File: src/rtl/ps_pwrok_pkg.sv
// Shared state and fault-code encodings for the PSU PWROK qualifier.
package ps_pwrok_pkg;

    typedef enum logic [2:0] {
        IDLE  = 3'd0,
        WAIT  = 3'd1,
        DLY   = 3'd2,
        ON    = 3'd3,
        FAULT = 3'd4
    } pwrok_state_e;

    typedef enum logic [1:0] {
        FLT_NONE    = 2'b00,
        FLT_TIMEOUT = 2'b01,
        FLT_DROP    = 2'b10
    } pwrok_fault_e;

endpackage

File: src/rtl/pwrok_debounce.sv
// Synchronizes the raw PSU PWROK and debounces it into a qualified level.
// Optional low-glitch filter is enabled by PS_PWROK_GLITCH_FILTER_EN.
module pwrok_debounce #(
    parameter int DEBOUNCE_MS = 2
`ifdef PS_PWROK_GLITCH_FILTER_EN
   ,parameter int GLITCH_CLKS = 4
`endif
) (
    input  logic iClk,
    input  logic iRst,
    input  logic i1mSCE,
    input  logic iRaw,
    output logic oLevel
);

    localparam int DW = (DEBOUNCE_MS > 0) ? $clog2(DEBOUNCE_MS + 1) : 1;
    localparam logic [DW-1:0] DEB_TICKS = DW'(DEBOUNCE_MS);

    logic          meta_r;
    logic          sync_r;
    logic          level_r;
    logic [DW-1:0] tick_cnt_r;
    logic [DW-1:0] tick_cnt_s;
    logic          rise_s;
    logic          fall_s;

    // Two-flop synchronizer for the asynchronous PSU signal.
    always_ff @(posedge iClk) begin
        if (iRst) begin
            meta_r <= 1'b0;
            sync_r <= 1'b0;
        end else begin
            meta_r <= iRaw;
            sync_r <= meta_r;
        end
    end

    // Count consecutive high ms ticks; any low sample restarts the count.
    always_comb begin
        tick_cnt_s = tick_cnt_r;
        if (!sync_r) begin
            tick_cnt_s = {DW{1'b0}};
        end else if (i1mSCE && (tick_cnt_r != DEB_TICKS)) begin
            tick_cnt_s = tick_cnt_r + DW'(1'b1);
        end else begin
            tick_cnt_s = tick_cnt_r;
        end
        rise_s = sync_r && i1mSCE && (tick_cnt_s == DEB_TICKS);
    end

    // Tick counter register.
    always_ff @(posedge iClk) begin
        if (iRst) begin
            tick_cnt_r <= {DW{1'b0}};
        end else begin
            tick_cnt_r <= tick_cnt_s;
        end
    end

`ifdef PS_PWROK_GLITCH_FILTER_EN
    localparam int GW = $clog2(GLITCH_CLKS + 1);
    localparam logic [GW-1:0] GLITCH_MAX  = GW'(GLITCH_CLKS);
    localparam logic [GW-1:0] GLITCH_LAST = GW'(GLITCH_CLKS - 1);

    logic [GW-1:0] low_cnt_r;

    // Count consecutive low cycles so that short dropouts are ignored.
    always_ff @(posedge iClk) begin
        if (iRst) begin
            low_cnt_r <= {GW{1'b0}};
        end else if (sync_r) begin
            low_cnt_r <= {GW{1'b0}};
        end else if (low_cnt_r != GLITCH_MAX) begin
            low_cnt_r <= low_cnt_r + GW'(1'b1);
        end else begin
            low_cnt_r <= low_cnt_r;
        end
    end

    assign fall_s = !sync_r && (low_cnt_r >= GLITCH_LAST);
`else
    assign fall_s = !sync_r;
`endif

    // Qualified level: a drop always wins over a rise.
    always_ff @(posedge iClk) begin
        if (iRst) begin
            level_r <= 1'b0;
        end else if (fall_s) begin
            level_r <= 1'b0;
        end else if (rise_s) begin
            level_r <= 1'b1;
        end else begin
            level_r <= level_r;
        end
    end

    assign oLevel = level_r;

endmodule

File: src/rtl/ps_pwrok_qualifier.sv
// Qualifies PSU PWROK into PWRGD_PS_PWROK_DLY with timeout and drop-in-S0 fault latching.
// Optional PWROK low-glitch filter: define PS_PWROK_GLITCH_FILTER_EN.
module ps_pwrok_qualifier
    import ps_pwrok_pkg::*;
#(
    parameter int DEBOUNCE_MS = 2,
    parameter int DELAY_MS    = 100,
    parameter int TIMEOUT_MS  = 1000
`ifdef PS_PWROK_GLITCH_FILTER_EN
   ,parameter int GLITCH_CLKS = 4
`endif
) (
    input  logic       iClk,
    input  logic       iRst,
    input  logic       i1mSCE,
    input  logic       iPsEn,
    input  logic       FM_SLPS3_N,
    input  logic       PWRGD_PS_PWROK,
    input  logic       iFaultClr,
    output logic       PWRGD_PS_PWROK_DLY,
    output logic       oPsFault,
    output logic [1:0] ovFaultCode,
    output logic [2:0] ovState
);

    localparam int CW = $clog2(TIMEOUT_MS + 1);
    localparam logic [CW-1:0] TMO_CNT = CW'(TIMEOUT_MS);
    localparam logic [CW-1:0] DLY_CNT = CW'(DELAY_MS);
    localparam logic [CW-1:0] CNT_MAX = {CW{1'b1}};

    pwrok_state_e  state_r;
    pwrok_state_e  next_s;
    pwrok_fault_e  code_r;
    pwrok_fault_e  evt_code_s;
    logic          evt_s;
    logic          fault_r;
    logic          pwrok_dly_r;
    logic          db_pwrok_s;
    logic [CW-1:0] ms_cnt_r;

    pwrok_debounce #(
        .DEBOUNCE_MS (DEBOUNCE_MS)
`ifdef PS_PWROK_GLITCH_FILTER_EN
       ,.GLITCH_CLKS (GLITCH_CLKS)
`endif
    ) u_debounce (
        .iClk   (iClk),
        .iRst   (iRst),
        .i1mSCE (i1mSCE),
        .iRaw   (PWRGD_PS_PWROK),
        .oLevel (db_pwrok_s)
    );

    // Next-state and fault-event decode; iPsEn removal always wins.
    always_comb begin
        next_s     = state_r;
        evt_s      = 1'b0;
        evt_code_s = FLT_NONE;
        case (state_r)
            IDLE: begin
                if (iPsEn) next_s = WAIT;
                else       next_s = IDLE;
            end
            WAIT: begin
                if (!iPsEn) begin
                    next_s = IDLE;
                end else if (db_pwrok_s) begin
                    next_s = DLY;
                end else if (ms_cnt_r == TMO_CNT) begin
                    next_s     = FAULT;
                    evt_s      = 1'b1;
                    evt_code_s = FLT_TIMEOUT;
                end else begin
                    next_s = WAIT;
                end
            end
            DLY: begin
                if (!iPsEn)                   next_s = IDLE;
                else if (!db_pwrok_s)         next_s = WAIT;
                else if (ms_cnt_r == DLY_CNT) next_s = ON;
                else                          next_s = DLY;
            end
            ON: begin
                if (!iPsEn) begin
                    next_s = IDLE;
                end else if (!db_pwrok_s && FM_SLPS3_N) begin
                    next_s     = FAULT;
                    evt_s      = 1'b1;
                    evt_code_s = FLT_DROP;
                end else if (!db_pwrok_s) begin
                    next_s = IDLE;
                end else begin
                    next_s = ON;
                end
            end
            FAULT: begin
                if (!iPsEn) next_s = IDLE;
                else        next_s = FAULT;
            end
            default: begin
                next_s = IDLE;
            end
        endcase
    end

    // State register and qualified output; output is high only while staying in ON.
    always_ff @(posedge iClk) begin
        if (iRst) begin
            state_r     <= IDLE;
            pwrok_dly_r <= 1'b0;
        end else begin
            state_r     <= next_s;
            pwrok_dly_r <= (state_r == ON) && (next_s == ON);
        end
    end

    // Saturating ms counter, restarted on every state change.
    always_ff @(posedge iClk) begin
        if (iRst) begin
            ms_cnt_r <= {CW{1'b0}};
        end else if (next_s != state_r) begin
            ms_cnt_r <= {CW{1'b0}};
        end else if (i1mSCE && (ms_cnt_r != CNT_MAX)) begin
            ms_cnt_r <= ms_cnt_r + CW'(1'b1);
        end else begin
            ms_cnt_r <= ms_cnt_r;
        end
    end

    // Sticky fault latch; a new event beats a concurrent clear.
    always_ff @(posedge iClk) begin
        if (iRst) begin
            fault_r <= 1'b0;
            code_r  <= FLT_NONE;
        end else if (evt_s) begin
            fault_r <= 1'b1;
            code_r  <= evt_code_s;
        end else if (iFaultClr) begin
            fault_r <= 1'b0;
            code_r  <= FLT_NONE;
        end else begin
            fault_r <= fault_r;
            code_r  <= code_r;
        end
    end

    assign PWRGD_PS_PWROK_DLY = pwrok_dly_r;
    assign oPsFault           = fault_r;
    assign ovFaultCode        = code_r;
    assign ovState            = state_r;

endmodule
File: config.mk
export PLATFORM = sky130hd
export DESIGN_NAME = ps_pwrok_qualifier
export DESIGN_NICKNAME = d
export VERILOG_FILES = /design/src/rtl/ps_pwrok_pkg.sv /design/src/rtl/pwrok_debounce.sv /design/src/rtl/ps_pwrok_qualifier.sv
export SDC_FILE = /design/constraint.sdc
export NUM_CORES = 1
export LEC_CHECK = 0
export ABC_AREA = 1
export CAP_MARGIN = 0
export CORE_MARGIN = 2
export CORE_UTILIZATION = 55
export DETAILED_ROUTE_END_ITERATION = 8
export PLACE_DENSITY = 0.78
export REMOVE_ABC_BUFFERS = 1
export SYNTH_ARGS = -nofsm -noshare
export SYNTH_HDL_FRONTEND = slang
export SYNTH_SLANG_ARGS = --single-unit
File: constraint.sdc
create_clock -name iClk -period 3.7 [get_ports iClk]
set_clock_uncertainty 0.2 [all_clocks]
set_input_delay 0.74 -clock iClk [delete_from_list [all_inputs] [get_ports iClk]]
set_output_delay 0.74 -clock iClk [all_outputs]
set_load 0.01 [all_outputs]
==> metrics.csv, run 1 <==
stage,metric,value,unit
run_status,outcome,"complete, no violations",
worst_setup_path,Levels on crit path,1,
placement,dpl hpwl,1.83,mm
synth,commonest cells in the netlist,"30 x nand2_1, 27 x inv_1, 26 x nor2_1, 22 x dfxtp_1, 13 x nor2_2",
final_layout,# diodes,0,
cts,CTS tree,yes,
hold_path,Hold WC Path Type,register to register,
timing,fin. max-slew vios,0,
synth,"Seq/Total Area, Yosys",0.359,
worst_setup_path,crit path max-delay cell type,clkdlybuf4s50_1,
placement,I/O Buffers,13,
run,number of max-cap violations,0,
cts,post-cts gate resize count,0,
worst_setup_path,CP startpoint kind,register,
pwr,clock share of power,0.396,
timing,worst setup slack after layout,1350,ps
final_layout,Area Growth Syn to Fin,17.4,%
synth,Area contributors post-synth,"dfxtp_1 36%, nand2_1 9.2%, inv_1 8.3%",
timing,Fmax achieved,425,MHz
timing,endpoints failing hold,0,
cts,clk buf depth,2,
pwr,Seq pwr share,0.514,
floorplan,core area,2170,um^2
floorplan,Die Height,51.2,um
pwr,leakage,0.569,nW
synth,Post-synth ARST share,0,
pwr,combinational share of power,0.091,
drt,DR iter-0 viols,29,
drt,WL final,2.41,mm
timing,Tightest Pin Transition,428,ps
global_routing,GRT Util Overall,0.205,
worst_setup_path,crit-path cells,clkdlybuf4s50_1,
cts,H-tree lvl count,1,
floorplan,Die X,51.2,um
placement,Place WS,1240,ps
worst_setup_path,"Max FO, Critical Path",6,
worst_setup_path,"delay-heaviest family, CP",buffers and inverters,
pwr,peak supply drop,0.266,mV
global_routing,largest net degree at the start of global routing,14,
worst_setup_path,"slowest stage delay, CP",600,ps
worst_setup_path,CP Data Required Time,2760,ps
worst_setup_path,R2R depth,12,
final_layout,layout cells sized above 1,0.185,
pwr,switch share,0.225,
synth,most frequent cell after synthesis,nand2_1,
cts,CTS sink cnt,22,
timing,period utilization,0.635,
drt,DRT antenna net count,0,
synth,Yosys reg bits,22,
worst_setup_path,Worst setup EP type,output port,
synth,mapped cell area,1230,um^2
timing,"Min Clock Period, post-route",2350,ps
final_layout,Final #Nets,200,
synth,synth unique cells,24,
cts,postcts setup bufs,0,
placement,Placer Congestion,0.802,
synth,Post-synth top flop,dfxtp_1,
timing,setup TNS,0,ps
synth,Post-synth EDFFs,0,
synth,largest area contributor in the netlist,dfxtp_1,
cts,clock root buffer,clkbuf_4,
cts,CTS Hold Bufs,0,
worst_setup_path,Worst Path Buf+Inv,1,
drt,DRC Markers,0,
worst_setup_path,reg2reg setup slack,1800,ps
global_routing,initial antenna violation count,0,
global_routing,number of global-route vias before repair,1002,
drt,Initial DRT Pass Iterations,4,
floorplan,die area,2630,um^2
pwr,NetSw,0.106,mW
floorplan,IO Count,14,
pwr,cell area power density,327,nW/um^2
cts,Clock Pin Slew Worst Setup and Hold Paths,120,ps
floorplan,row cnt,17,
drt,routed vias/inst,5.05,
synth,share of the synthesized area in the top cell type,0.359,
drt,drt wl/cell,11.1,um
cts,Clock Latency Late Sink,320,ps
global_routing,grt ovf,0,
final_layout,Final Util,0.664,
cts,cts bufs inserted,3,
synth,Cells after Synth,173,
hold_path,worst hold stages,2,
timing,unrepaired setup endpoints after global routing,false,
timing,slew margin rel.,0.714,
worst_setup_path,Crit path arrival time,1410,ps
global_routing,first-pass GRT wire length,4.05,mm
worst_setup_path,WS Path Type,register to output port,
synth,total number of yosys warnings,0,
drt,vias,1096,
floorplan,Initial Util,0.566,
synth,Synth Area per Inst,7.09,um^2
timing,"Setup violations, final",0,
pwr,internal power,0.366,mW
[path summary, 6_finish.rpt]
check,from,end
max,ovState[2]$_SDFF_PP0_,ovState[2]
max reg2reg,ms_cnt_r[0]$_SDFFE_PP0P_,ms_cnt_r[6]$_SDFFE_PP0P_
min,u_debounce.meta_r$_SDFF_PP0_,u_debounce.sync_r$_SDFF_PP0_
min reg2reg,u_debounce.meta_r$_SDFF_PP0_,u_debounce.sync_r$_SDFF_PP0_
[cell usage in the layout, fill, tap and decap left out, types with 2 or more instances in the layout]
cell type and n:
o21ai_0 3, xor2_1 7, dfxtp_1 22, nand3_1 8, nor3_1 7, nand3_2 3
nand2_2 5, clkbuf_4 3, nor2_2 13, xnor2_1 2, nor2_1 26, clkdlybuf4s50_1 13
inv_2 4, inv_1 27, a21oi_1 4, ha_1 3, nand2_1 30
[flip-flops by register name, summed over array words and instances, names as in the netlist]
register / flops
ms_cnt_r: 10
ovState: 3
ovFaultCode: 2
u_debounce.tick_cnt_r: 2
PWRGD_PS_PWROK_DLY: 1
oPsFault: 1
u_debounce.meta_r: 1
u_debounce.oLevel: 1
u_debounce.sync_r: 1
[through the flow]
step           hold WS [ps]  total power [mW]  instances  area, um^2
4_1_cts                 218             0.476        217        1440
2_1_floorplan           188             0.275        172        1220
6_report                213             0.472        217        1440
3_5_place_dp            200             0.290        213        1390
3_3_place_gp            192             0.289        213        1390
5_1_grt                 243             0.488        217        1440
[per-layer routing]
layer  vias up  part of all wire  track usage
met2        35              0.49        0.383
li1        561                 -            -
met3        11             0.048       0.0263
met4         0             0.029       0.0921
met5         -                 0            0
met1       489              0.43        0.229
[cells by family (layout without fill, tap and decap cells)]
logic type / after synthesis / in the layout / synth area share
flip-flops: 22 / 22 / 0.359
AND/OR/NAND/NOR: 97 / 97 / 0.403
buffers and inverters: 32 / 48 / 0.0979
XOR/XNOR: 9 / 9 / 0.0642
AO/OA/AOI/OAI: 10 / 10 / 0.0459
adder cells (fa/ha/maj): 3 / 3 / 0.0306
[power groups by stage]
stage,sequential [mW],combinational [mW],clock (mW)
6_report,0.242,0.0427,0.187
5_1_grt,0.243,0.0471,0.198
4_1_cts,0.242,0.0432,0.191
3_5_place_dp,0.248,0.0429,0
3_3_place_gp,0.247,0.0415,0
2_1_floorplan,0.247,0.0273,0
[layout make-up]
type | instances | area (um^2)
flip-flops and latches | 22 | 440
clock inverters | 1 | 30.0
well taps | 28 | 35.0
inverters | 31 | 116
clock buffers | 3 | 22.5
fillers | 199 | 728
repair buffers | 13 | 130
multi-input cells | 119 | 667
Power figures use the tool's default switching activity.
==> inputs of run 2 (changes only) <==
Settings changed: CORE_UTILIZATION 55 to 54, PLACE_DENSITY 0.78 to 0.77.
Clock period 3.7 ns to 2.5 ns, I/O delays scaled along.
==> run 2 against run 1 <==
Net effect:
- clock-buffer cell count did not move
- highest routed layer unchanged
- first-iteration DRC count fell by 3.4%
- critical path depth did not move
- final area rose by 0.52%
- worst setup slack got worse by 960 ps
- critical endpoint unchanged
- final cell count rose by 0.46%
- via count fell by 2.5%
==> metrics.csv, run 2 (synthesis gave the netlist of run 1 again) <==
stage,metric,value,unit
cts,CTS Hold Bufs,0,
floorplan,Initial Util,0.566,
run_status,outcome,"complete, no violations",
worst_setup_path,Worst setup EP type,output port,
pwr,internal power,0.543,mW
final_layout,most frequent cells in the layout,"30 x nand2_1, 27 x inv_1, 26 x nor2_1",
placement,Placer Congestion,0.887,
placement,dpl hpwl,1.87,mm
run,number of max-cap violations,0,
worst_setup_path,worst r2r src,ms_cnt_r[0]$_SDFFE_PP0P_,
worst_setup_path,reg2reg setup slack,660,ps
worst_setup_path,CP Data Required Time,1800,ps
pwr,leakage,0.573,nW
cts,CTS sink cnt,22,
cts,Clock Pin Slew Worst Setup and Hold Paths,130,ps
final_layout,# diodes,0,
worst_setup_path,WS Path Type,register to output port,
floorplan,core area,2170,um^2
timing,Fmax achieved,474,MHz
drt,WL final,2.35,mm
floorplan,row cnt,17,
final_layout,Largest Register,ms_cnt_r,
drt,vias,1069,
hold_path,worst hold stages,2,
global_routing,number of global-route vias before repair,1023,
pwr,combinational share of power,0.092,
drt,DRC Markers,0,
drt,Initial DRT Pass Iterations,4,
worst_setup_path,Levels on crit path,1,
floorplan,Die Height,51.7,um
worst_setup_path,CP startpoint kind,register,
timing,"Setup violations, final",0,
timing,unrepaired setup endpoints after global routing,false,
worst_setup_path,crit path max-delay cell type,clkdlybuf4s50_1,
timing,Tightest Pin Transition,272,ps
drt,DRT antenna net count,0,
floorplan,die area,2670,um^2
timing,slew margin rel.,0.818,
cts,H-tree lvl count,1,
final_layout,Final #Nets,201,
global_routing,grt ovf,0,
pwr,clock share of power,0.398,
final_layout,layout cells sized above 1,0.189,
drt,DR iter-0 viols,28,
pwr,NetSw,0.160,mW
drt,drt wl/cell,10.8,um
timing,fin. max-slew vios,0,
worst_setup_path,Crit path arrival time,1410,ps
cts,postcts setup bufs,0,
floorplan,Die X,51.7,um
final_layout,number of flip-flops under the largest register name,10,
hold_path,hold_sp,u_debounce.meta_r$_SDFF_PP0_,
global_routing,largest net degree at the start of global routing,14,
cts,clk buf depth,2,
timing,"Min Clock Period, post-route",2110,ps
final_layout,"commonest non-fill, non-tap cell in the layout",nand2_1,
placement,I/O Buffers,13,
cts,clock root buffer,clkbuf_4,
final_layout,Area Growth Syn to Fin,18.0,%
worst_setup_path,Worst Path Buf+Inv,1,
pwr,switch share,0.227,
cts,cts bufs inserted,3,
drt,routed vias/inst,4.90,
hold_path,hold path endpoint,u_debounce.sync_r$_SDFF_PP0_,
hold_path,Hold WC Path Type,register to register,
pwr,cell area power density,485,nW/um^2
worst_setup_path,R2R depth,12,
timing,endpoints failing hold,0,
pwr,Seq pwr share,0.510,
floorplan,IO Count,14,
timing,setup TNS,0,ps
worst_setup_path,FF-to-FF End,ms_cnt_r[4]$_SDFFE_PP0P_,
timing,worst setup slack after layout,389,ps
worst_setup_path,crit-path cells,clkdlybuf4s50_1,
worst_setup_path,"delay-heaviest family, CP",buffers and inverters,
cts,CTS tree,yes,
pwr,peak supply drop,0.323,mV
global_routing,first-pass GRT wire length,4.12,mm
cts,Clock Latency Late Sink,320,ps
worst_setup_path,"Max FO, Critical Path",6,
global_routing,GRT Util Overall,0.213,
global_routing,initial antenna violation count,0,
placement,Place WS,291,ps
worst_setup_path,"slowest stage delay, CP",590,ps
timing,period utilization,0.844,
cts,post-cts gate resize count,0,
run 2: cell types whose count changed in the layout (fill, tap and decap cells not counted):
cell,change
buf_4,+1
run 2: how the worst max path moves through the flow:
stage	endpoint	start	slack (ps)
after CTS	ovState[2]	ovState[2]$_SDFF_PP0_	390
final	ovState[2]	ovState[2]$_SDFF_PP0_	390
after global placement	ms_cnt_r[5]$_SDFFE_PP0P_	iPsEn	320
after floorplan	ms_cnt_r[8]$_SDFFE_PP0P_	ms_cnt_r[0]$_SDFFE_PP0P_	830
after global routing	ovState[1]	ovState[1]$_SDFF_PP0_	340
after detailed placement	ms_cnt_r[4]$_SDFFE_PP0P_	iPsEn	290
run 2: routing by layer:
layer / wire length (um) / global-route usage
met1: 991 / 0.238
met2: 1200 / 0.380
met3: 110 / 0.0345
met4: 48 / 0.118
met5: 0 / 0
run 2: layout make-up:
| cell class | instances | area (um^2) |
|---|---|---|
| Fill cell | 205 | 721 |
| Timing Repair Buffer | 14 | 138 |
| Sequential cell | 22 | 440 |
| Tap cell | 28 | 35.0 |
| Clock inverter | 1 | 30.0 |
| Inverter | 31 | 116 |
| Multi-Input combinational cell | 119 | 667 |
| Clock buffer | 3 | 22.5 |
run 2: stage by stage:
stage	std cells	power [mW]	utilization	hold slack [ps]	instance area, um^2
2_1_floorplan	172	0.406	-	188	1220
3_3_place_gp	214	0.429	0.644	197	1400
3_5_place_dp	214	0.431	0.644	223	1400
4_1_cts	218	0.706	0.668	242	1450
5_1_grt	218	0.728	0.668	269	1450
6_report	218	0.702	0.668	235	1450
run 2: power by group through the flow:
| stage | registers, mW | clock network [mW] | logic, mW |
|---|---|---|---|
| after CTS | 0.358 | 0.283 | 0.0653 |
| final | 0.358 | 0.279 | 0.0647 |
| after global placement | 0.366 | 0 | 0.0627 |
| after detailed placement | 0.366 | 0 | 0.0651 |
| after global routing | 0.359 | 0.296 | 0.0721 |
| after floorplan | 0.366 | 0 | 0.0403 |
==> inputs of run 3 (changes only) <==
Settings changed: CORE_UTILIZATION 54 to 49, PLACE_DENSITY 0.77 to 0.74.
Clock period 2.5 ns to 1.7 ns, I/O delays scaled along.
==> run 3 against run 2 <==
Net effect:
- the flow now finishes with violations (design-rule violations, negative setup slack)
- power is 55% higher
- routed wire length is 42% higher
- combinational power is 140% higher
- sequential share of layout area is 4.9 points lower
- core utilization is 7.3 points higher
- flip-flop and latch count stayed put
- clock power is 47% higher
==> metrics.csv, run 3 (synthesis gave the netlist of run 1 again) <==
stage,metric,value,unit
drt,DRT antenna net count,0,
pwr,clock share of power,0.376,
pwr,peak supply drop,0.620,mV
final_layout,"commonest non-fill, non-tap cell in the layout",buf_4,
pwr,internal power,0.825,mW
global_routing,largest net degree at the start of global routing,14,
worst_setup_path,CP startpoint,ms_cnt_r[7]$_SDFFE_PP0P_,
final_layout,# diodes,0,
drt,WL final,3.33,mm
global_routing,grt ovf,0,
final_layout,most frequent cells in the layout,"28 x buf_4, 24 x inv_1, 24 x nand2_1",
floorplan,core area,2430,um^2
timing,worst setup slack after layout,-87.5,ps
placement,dpl hpwl,2.04,mm
worst_setup_path,CP Data Required Time,1760,ps
drt,routed vias/inst,5.07,
timing,unrepaired setup endpoints after global routing,true,
pwr,cell area power density,603,nW/um^2
placement,Place WS,-303,ps
pwr,combinational share of power,0.141,
final_layout,fillers,179,
floorplan,Die X,54.1,um
cts,CTS Hold Bufs,0,
worst_setup_path,WS Path Type,register to register,
hold_path,hold_sp,u_debounce.meta_r$_SDFF_PP0_,
placement,I/O Buffers,13,
worst_setup_path,"Max FO, Critical Path",5,
worst_setup_path,worst r2r src,ms_cnt_r[7]$_SDFFE_PP0P_,
drt,drt wl/cell,13.4,um
worst_setup_path,reg2reg setup slack,-90,ps
worst_setup_path,FF-to-FF End,ms_cnt_r[2]$_SDFFE_PP0P_,
cts,clk buf depth,2,
worst_setup_path,end of the critical path,ms_cnt_r[2]$_SDFFE_PP0P_,
cts,cts bufs inserted,3,
timing,"Min Clock Period, post-route",1790,ps
final_layout,Largest Register,ms_cnt_r,
final_layout,area of the multi-input gates,795,um^2
worst_setup_path,crit-path cells,"nand2_1, nor2_4, nand3_2, nand2_2, a21oi_4, nand2_2, nand2_2, nand2_4, nand2_8, nor2_2",
cts,CTS sink cnt,22,
cts,Clock Pin Slew Worst Setup and Hold Paths,130,ps
final_layout,number of flip-flops under the largest register name,10,
drt,vias,1258,
worst_setup_path,crit path max-delay cell type,dfxtp_1,
run_status,violated checks,"design-rule violations, negative setup slack",
final_layout,FF+latch area,460,um^2
cts,Clock Latency Late Sink,310,ps
pwr,leakage,0.756,nW
run,number of max-cap violations,0,
pwr,NetSw,0.262,mW
timing,"Setup violations, final",12,
timing,period utilization,1.05,
worst_setup_path,R2R depth,10,
pwr,Design Power,1.09,mW
global_routing,first-pass GRT wire length,5.22,mm
floorplan,IO Count,14,
final_layout,Final #Nets,229,
worst_setup_path,"slowest stage delay, CP",440,ps
drt,DRC Markers,2,
worst_setup_path,Crit path arrival time,1850,ps
pwr,Seq pwr share,0.483,
timing,Tightest Pin Transition,355,ps
pwr,switch share,0.241,
worst_setup_path,Levels on crit path,10,
global_routing,number of global-route vias before repair,1179,
floorplan,row cnt,18,
final_layout,Area Growth Syn to Fin,46.9,%
final_layout,Final Util,0.741,
hold_path,Hold WC Path Type,register to register,
worst_setup_path,"most used cell, CP",nand2_2,
drt,Initial DRT Pass Iterations,7,
final_layout,layout cells sized above 1,0.413,
worst_setup_path,Worst Path Buf+Inv,0,
worst_setup_path,CP startpoint kind,register,
worst_setup_path,Worst setup EP type,register,
timing,slew margin rel.,0.761,
floorplan,die area,2920,um^2
timing,Fmax achieved,559,MHz
cts,clock root buffer,clkbuf_4,
floorplan,Die Height,54.1,um
timing,setup TNS,-698,ps
drt,DR iter-0 viols,38,
timing,endpoints failing hold,0,
global_routing,GRT Util Overall,0.253,
run_status,outcome,"complete, but fails checks",
cts,H-tree lvl count,1,
global_routing,initial antenna violation count,0,
worst_setup_path,"delay-heaviest family, CP",simple AND/OR/NAND/NOR gates,
timing,fin. max-slew vios,0,
cts,CTS tree,yes,
placement,Placer Congestion,0.830,
floorplan,Initial Util,0.505,
==> run 3: cell count changes in the layout (fill, tap and decap cells not counted), sizes merged <==
cell,change
buf,+27
clkdlybuf4s50,-7
dlygate4sd2,+7
clkinv,+1
inv,-1
nand2,+1
==> run 3: tightest hold or removal path, stage by stage (launching register included) <==
cell and delay (ps):
dfxtp_1 320, inv_1 40, nor2_1 30
==> run 3: timing repair <==
item	4_1_cts	5_1_grt
resized for setup	30	22
pin swaps	9	13
buffers inserted	5	2
cloned	1	0
endpoints found under the hold margin	0	0
endpoints found under the setup margin	18	14
==> run 3: per-stage QoR <==
stage,std cells,hold slack [ps],cell area [um^2]
floorplan,172,188,1220
global placement,236,194,1550
detailed placement,236,197,1550
CTS,246,217,1720
global route,248,233,1800
finish,248,214,1800
==> run 3: final cells by class <==
cell class / instances / area share
Clock buffer: 3 / 0.0125
Tap cell: 30 / 0.0208
Inverter: 31 / 0.0701
Multi-Input combinational cell: 120 / 0.441
Clock inverter: 1 / 0.0167
Timing Repair Buffer: 41 / 0.184
Sequential cell: 22 / 0.255
==> run 3: per-layer routing <==
metal  up-vias  global-route usage  part of all wire
li1        618                   -                 -
met5         -                   0                 0
met2        48               0.421              0.50
met1       576               0.311              0.42
met4         0               0.125             0.034
met3        16              0.0500             0.046
==> run 3: worst min path at each step <==
stage | end | depth (start not counted)
5_1_grt | u_debounce.sync_r$_SDFF_PP0_ | 2
3_5_place_dp | u_debounce.sync_r$_SDFF_PP0_ | 2
3_3_place_gp | u_debounce.sync_r$_SDFF_PP0_ | 2
4_1_cts | u_debounce.sync_r$_SDFF_PP0_ | 2
6_report | u_debounce.sync_r$_SDFF_PP0_ | 2
2_1_floorplan | u_debounce.sync_r$_SDFF_PP0_ | 2
==> run 3: power groups by stage <==
stage	Clock (mW)	Sequential (mW)	Combinational [mW]
floorplan	0	0.538	0.0593
global placement	0	0.538	0.108
detailed placement	0	0.539	0.112
CTS	0.417	0.525	0.139
global route	0.437	0.526	0.167
finish	0.409	0.525	0.153
